### config.mk
export PLATFORM = sky130hd
export DESIGN_NAME = wb_regfile
export DESIGN_NICKNAME = d
export VERILOG_FILES = /design/src/rtl/wb_regfile.sv
export SDC_FILE = /design/constraint.sdc
export NUM_CORES = 2
export LEC_CHECK = 0
export BUFFER_PORTS_ARGS = -buffer_cell sky130_fd_sc_hd__buf_4
export CAP_MARGIN = 20
export CORE_MARGIN = 2
export CORE_UTILIZATION = 45
export CTS_CLUSTER_SIZE = 8
export DETAILED_ROUTE_END_ITERATION = 16
export GPL_TIMING_DRIVEN = 1
export HOLD_SLACK_MARGIN = 0.12
export PLACE_DENSITY = 0.58
export SYNTH_ARGS = -nofsm -noshare
export SYNTH_HDL_FRONTEND = slang
export SYNTH_SLANG_ARGS = --single-unit
### constraint.sdc
create_clock -name clk -period 2.2 [get_ports clk]
set_input_delay 0.11 -clock clk [delete_from_list [all_inputs] [get_ports clk]]
set_output_delay 0.11 -clock clk [all_outputs]
set_load 0.005 [all_outputs]
### src/rtl/wb_regfile.sv
// ---------------------------------------------------------------------------
// wb_regfile
// Write-back end of the MEM/WB pipeline interface. Selects the write-back
// data (ALU result or load data), commits it to a 32x32 general-purpose
// register file and counts committed writes. Two zero-latency read ports
// serve the ID stage, with a same-cycle bypass of the value being written.
//
// Ports
//   clk            in   system clock, rising-edge
//   clrn           in   asynchronous active-low reset
//   wb_Alu_Result  in   [DW-1:0] ALU result from MEM/WB
//   wb_mo          in   [DW-1:0] load data from MEM/WB
//   wb_rn          in   [5:0]    destination; bit 5 set means "no write"
//   wb_m2reg       in   1 = write wb_mo, 0 = write wb_Alu_Result
//   wb_wreg        in   write enable from MEM/WB
//   rna, rnb       in   [4:0]    read port addresses
//   qa, qb         out  [DW-1:0] read port data (combinational, bypassed)
//   wb_data        out  [DW-1:0] selected write-back data (combinational)
//   commit_cnt     out  [CW-1:0] committed register writes since reset
// ---------------------------------------------------------------------------
module wb_regfile #(
    parameter int DW   = 32,
    parameter int NREG = 32,
    parameter int CW   = 32
) (
    input  logic          clk,
    input  logic          clrn,
    input  logic [DW-1:0] wb_Alu_Result,
    input  logic [DW-1:0] wb_mo,
    input  logic [5:0]    wb_rn,
    input  logic          wb_m2reg,
    input  logic          wb_wreg,
    input  logic [4:0]    rna,
    input  logic [4:0]    rnb,
    output logic [DW-1:0] qa,
    output logic [DW-1:0] qb,
    output logic [DW-1:0] wb_data,
    output logic [CW-1:0] commit_cnt
);

    logic [DW-1:0] regs_q [NREG];
    logic [CW-1:0] commit_cnt_q;
    logic [CW-1:0] commit_cnt_d;
    logic          commit_s;
    logic [4:0]    wr_addr_s;

    assign wr_addr_s = wb_rn[4:0];

    // Write-back data select.
    always_comb begin
        wb_data = wb_Alu_Result;
        if (wb_m2reg) begin
            wb_data = wb_mo;
        end else begin
            wb_data = wb_Alu_Result;
        end
    end

    // A write commits only when enabled, bit 5 clear and the target is not r0.
    always_comb begin
        commit_s = 1'b0;
        if (wb_wreg && !wb_rn[5] && (wr_addr_s != 5'd0)) begin
            commit_s = 1'b1;
        end else begin
            commit_s = 1'b0;
        end
    end

    // Next value of the committed-write counter; wraps naturally at 2^CW.
    always_comb begin
        commit_cnt_d = commit_cnt_q;
        if (commit_s) begin
            commit_cnt_d = commit_cnt_q + CW'(1);
        end else begin
            commit_cnt_d = commit_cnt_q;
        end
    end

    // Register file storage; r0 is never written so it stays zero.
    always_ff @(posedge clk or negedge clrn) begin
        if (!clrn) begin
            for (int i = 0; i < NREG; i++) begin
                regs_q[i] <= '0;
            end
        end else if (commit_s) begin
            regs_q[wr_addr_s] <= wb_data;
        end
    end

    // Committed-write counter register.
    always_ff @(posedge clk or negedge clrn) begin
        if (!clrn) begin
            commit_cnt_q <= '0;
        end else begin
            commit_cnt_q <= commit_cnt_d;
        end
    end

    assign commit_cnt = commit_cnt_q;

    // Read port A: r0 reads zero, a pending write to the same address is
    // forwarded so ID sees the new value without a stall.
    always_comb begin
        qa = regs_q[rna];
        if (rna == 5'd0) begin
            qa = '0;
        end else if (wb_wreg && !wb_rn[5] && (wr_addr_s == rna)) begin
            qa = wb_data;
        end else begin
            qa = regs_q[rna];
        end
    end

    // Read port B: same rule as port A.
    always_comb begin
        qb = regs_q[rnb];
        if (rnb == 5'd0) begin
            qb = '0;
        end else if (wb_wreg && !wb_rn[5] && (wr_addr_s == rnb)) begin
            qb = wb_data;
        end else begin
            qb = regs_q[rnb];
        end
    end

endmodule

==> results.json <==
{
  "hold_path.class": "input port to register",
  "synthCells": 5169,
  "port_buffers": 211,
  "critPathSlowestCell": "mux4_2",
  "critPathLaunchType": "register",
  "drtIter0Drc": 5657,
  "hp-start": "wb_rn[0]",
  "p_leak_nw": 30.82,
  "skew_ns": 0.005978,
  "yosysWarnings": 0,
  "ant_nets": 0,
  "syn_to_final_growth_pct": 26.63,
  "insertion_delay_ns": 0.76,
  "vdd_drop_max_mv": 0.5263,
  "rows": 128,
  "fin_crit_sh_pct": 129.7,
  "rsz0062_at_grt": "true",
  "grt_antenna_before_repair": 7,
  "finalCriticalPeriod_ns": 2.853,
  "grt_pass1_wl_mm": 317.9,
  "endpoint_kind": "output port",
  "dp_hpwl_mm": 144.1,
  "synth-edff-count": 0,
  "place.gp.congestion": 0.9137,
  "worst_slew_pin_slew_ns": 1.101,
  "crit_top_cell": "buf_4",
  "grt_overflow": 0,
  "start_util_pct": 45.46,
  "place_area_sq_mm": 0.06321,
  "postSynthAreaPerCell_sq_um": 10.73,
  "slew_headroom_pct": 26.39,
  "die_area_sq_mm": 0.1261,
  "rrSetupSlack_ns": 0.36,
  "clockRootBuffer": "clkbuf_16",
  "yosys_register_bits": 1056,
  "via_count": 46658,
  "reg2reg_depth": 5,
  "layout.area.seq_sq_mm": 0.02643,
  "wirelength_mm": 218.1,
  "setup_viol": 64,
  "die_h_um": 355.1,
  "nFillCells": 10234,
  "layout-drive-gt1-share_pct": 31.71,
  "worst_slack_ns": -0.6530,
  "crit_family": "compound AO/OA/AOI/OAI gates",
  "outcome": "finished with violations",
  "first_pass_iters": 6,
  "multiInputGateArea_sq_mm": 0.02825,
  "drc": 0,
  "yosysSeqAreaShare_pct": 47.63,
  "via_per_inst": 6.341,
  "cp_num_buf_inv": 2,
  "hold_depth": 7,
  "arrival_ns": 2.74,
  "tritoncts": "built",
  "synth_nets": 5254,
  "powerDensity_mw_per_mm2": 846.2,
  "grt_usage_pct": 34.58,
  "htree_levels": 4,
  "path_max_fanout": 3,
  "cpPeakStageDelay_ns": 0.50,
  "criticalPathCategory": "register to output port",
  "r2r-start": "commit_cnt[9]",
  "numCtsBuffers": 150,
  "synth-main-ff-cell": "dfrtp_1",
  "reg2reg_to": "commit_cnt[29]",
  "maxSlewViolCount": 0,
  "dieWidth_um": 355.1,
  "crit_chain": "mux4_2 -> nand2_2 -> a21oi_2 -> a31o_1 -> a2111oi_2 -> buf_4 -> a211oi_4 -> buf_4",
  "core_region_area_sq_mm": 0.1220,
  "holdPathEnd": "regs_q[263]",
  "io_pins": 212,
  "crit_required_ns": 2.09,
  "drv_cap": 0,
  "place_ws_ns": -0.3226,
  "finalNetCount": 5797,
  "synthArstFlopShare_pct": 100.0,
  "clk_path_buf_depth": 3,
  "violations": "setup timing",
  "path_clk_slew_ns": 0.05,
  "post_drt_wl_per_cell_um": 29.65,
  "fmax_ghz": 0.3505,
  "grt_max_degree": 135,
  "grt_pass1_vias": 45858,
  "fin_setup_tns_ns": -21.68,
  "numClockSinks": 1056,
  "synthesis.area_sq_mm": 0.05548,
  "hold_violations": 0,
  "ys_types": 64,
  "postLayoutCellArea_sq_mm": 0.07026
}
[stage by stage]
stage,hold WS (ns),utilization [%],cells,total power [mW]
global placement,-0.005110,51.80,7034,36.59
floorplan,-0.1856,-,5169,32.03
CTS,0.1290,57.00,7325,59.08
finish,0.1745,57.57,7358,59.45
detailed placement,-0.006455,51.80,7034,37.01
global route,0.1912,57.56,7355,61.88
[worst reg2reg max path, delay by kind of cell (launching register included)]
family	cells	cell delay, ns
AND/OR/NAND/NOR	4	1.12
flip-flops	1	0.43
XOR/XNOR	1	0.16
[cell families (layout without fill, tap and decap cells)]
kind of cell	count (synthesis)	count (layout)	synth area share [%]
flip-flops	1056	1056	47.63
XOR/XNOR	41	41	0.6472
adder cells (fa/ha/maj)	1	1	0.02255
AND/OR/NAND/NOR	1338	1338	9.923
AO/OA/AOI/OAI	1475	1475	15.28
buffers and inverters	579	1140	5.261
other	0	3	0
multiplexers	679	679	21.23
[Yosys cell counts, drive strengths merged, types with 4 or more instances]
master   number  share of area [%]
a2111oi       4              0.074
a211o         4              0.063
a211oi       50               0.74
a21oi       555                5.0
a221o        26               0.47
a221oi       69                1.2
a22oi        94                1.3
a31oi         6              0.068
and2          4              0.045
and3         44               0.50
and4          4              0.063
buf         200                2.7
clkbuf      342                2.3
dfrtp      1056                 48
inv          36               0.24
mux2         18               0.37
mux2i       268                4.8
mux4        393                 16
nand2       554                3.8
nand2b       15               0.17
nand3        51               0.46
nand4        14               0.16
nor2        578                4.0
nor2b        14               0.16
nor3         36               0.34
nor3b        11               0.15
o211ai        8               0.11
o21a          6              0.081
o21ai       572                5.2
o221ai        5              0.079
o22ai        59               0.67
o31ai         5              0.068
o32ai         4              0.063
or2           5              0.056
xnor2        33               0.52
xor2          8               0.13
[repair_timing]
| action | CTS | global route |
|---|---|---|
| hold buffers | 74 | 3 |
| buffers inserted | 58 | 28 |
| resized for setup | 288 | 98 |
| pin swaps | 137 | 79 |
| endpoints found under the setup margin | 64 | 97 |
| cloned | 0 | 0 |
| endpoints found under the hold margin | 2047 | 64 |
[worst max path at each step]
| stage | from | to | slack (ns) | depth (start not counted) |
|---|---|---|---|---|
| CTS | regs_q[28] | qb[28] | -0.68 | 8 |
| floorplan | regs_q[199] | qb[7] | 0.37 | 6 |
| detailed placement | rna[0] | qa[6] | -0.32 | 10 |
| global route | regs_q[28] | qb[28] | -0.73 | 8 |
| global placement | rna[0] | qa[31] | -0.32 | 8 |
| finish | regs_q[28] | qb[28] | -0.65 | 8 |
[layer usage]
layer | global-route usage (%) | share of wire [%] | up-vias
met5 | 0 | 0.0092 | -
met4 | 16.31 | 4.9 | 2
met3 | 10.12 | 11 | 535
met2 | 50.08 | 44 | 2652
met1 | 47.91 | 40 | 23608
li1 | - | - | 19861
[registers in the layout, summed over array words and instances (netlist names)]
name        count
commit_cnt     32
regs_q       1024
[power by group]
group | leakage (nW) | internal [mW] | switching [mW]
registers | 13.8 | 22.6 | 2.50
logic | 15.0 | 6.70 | 6.52
clock network | 1.99 | 12.5 | 8.61
total | 30.8 | 41.8 | 17.6
[final cells by class]
cell class / instances / area share (%)
multi-input combinational: 3534 / 40.22
sequential: 1056 / 37.61
timing repair buffer: 933 / 13.30
clock buffer: 161 / 5.626
tap: 1625 / 2.894
inverter: 37 / 0.1977
clock inverter: 9 / 0.1443
antenna: 3 / 0.01069
[layout by cell type (no fill, tap or decap), drive strengths merged, types with 8 or more instances in the layout]
cell         count
a211oi          50
a21oi          555
a221o           26
a221oi          69
a22oi           94
and3            44
buf            859
clkbuf         162
dfrtp         1056
dlygate4sd3     71
inv             42
mux2            18
mux2i          268
mux4           393
nand2          554
nand2b          15
nand3           51
nand4           14
nor2           578
nor2b           14
nor3            36
nor3b           11
o211ai           8
o21ai          572
o22ai           59
xnor2           33
xor2             8
Note: power is estimated with default switching activity, not from simulation.
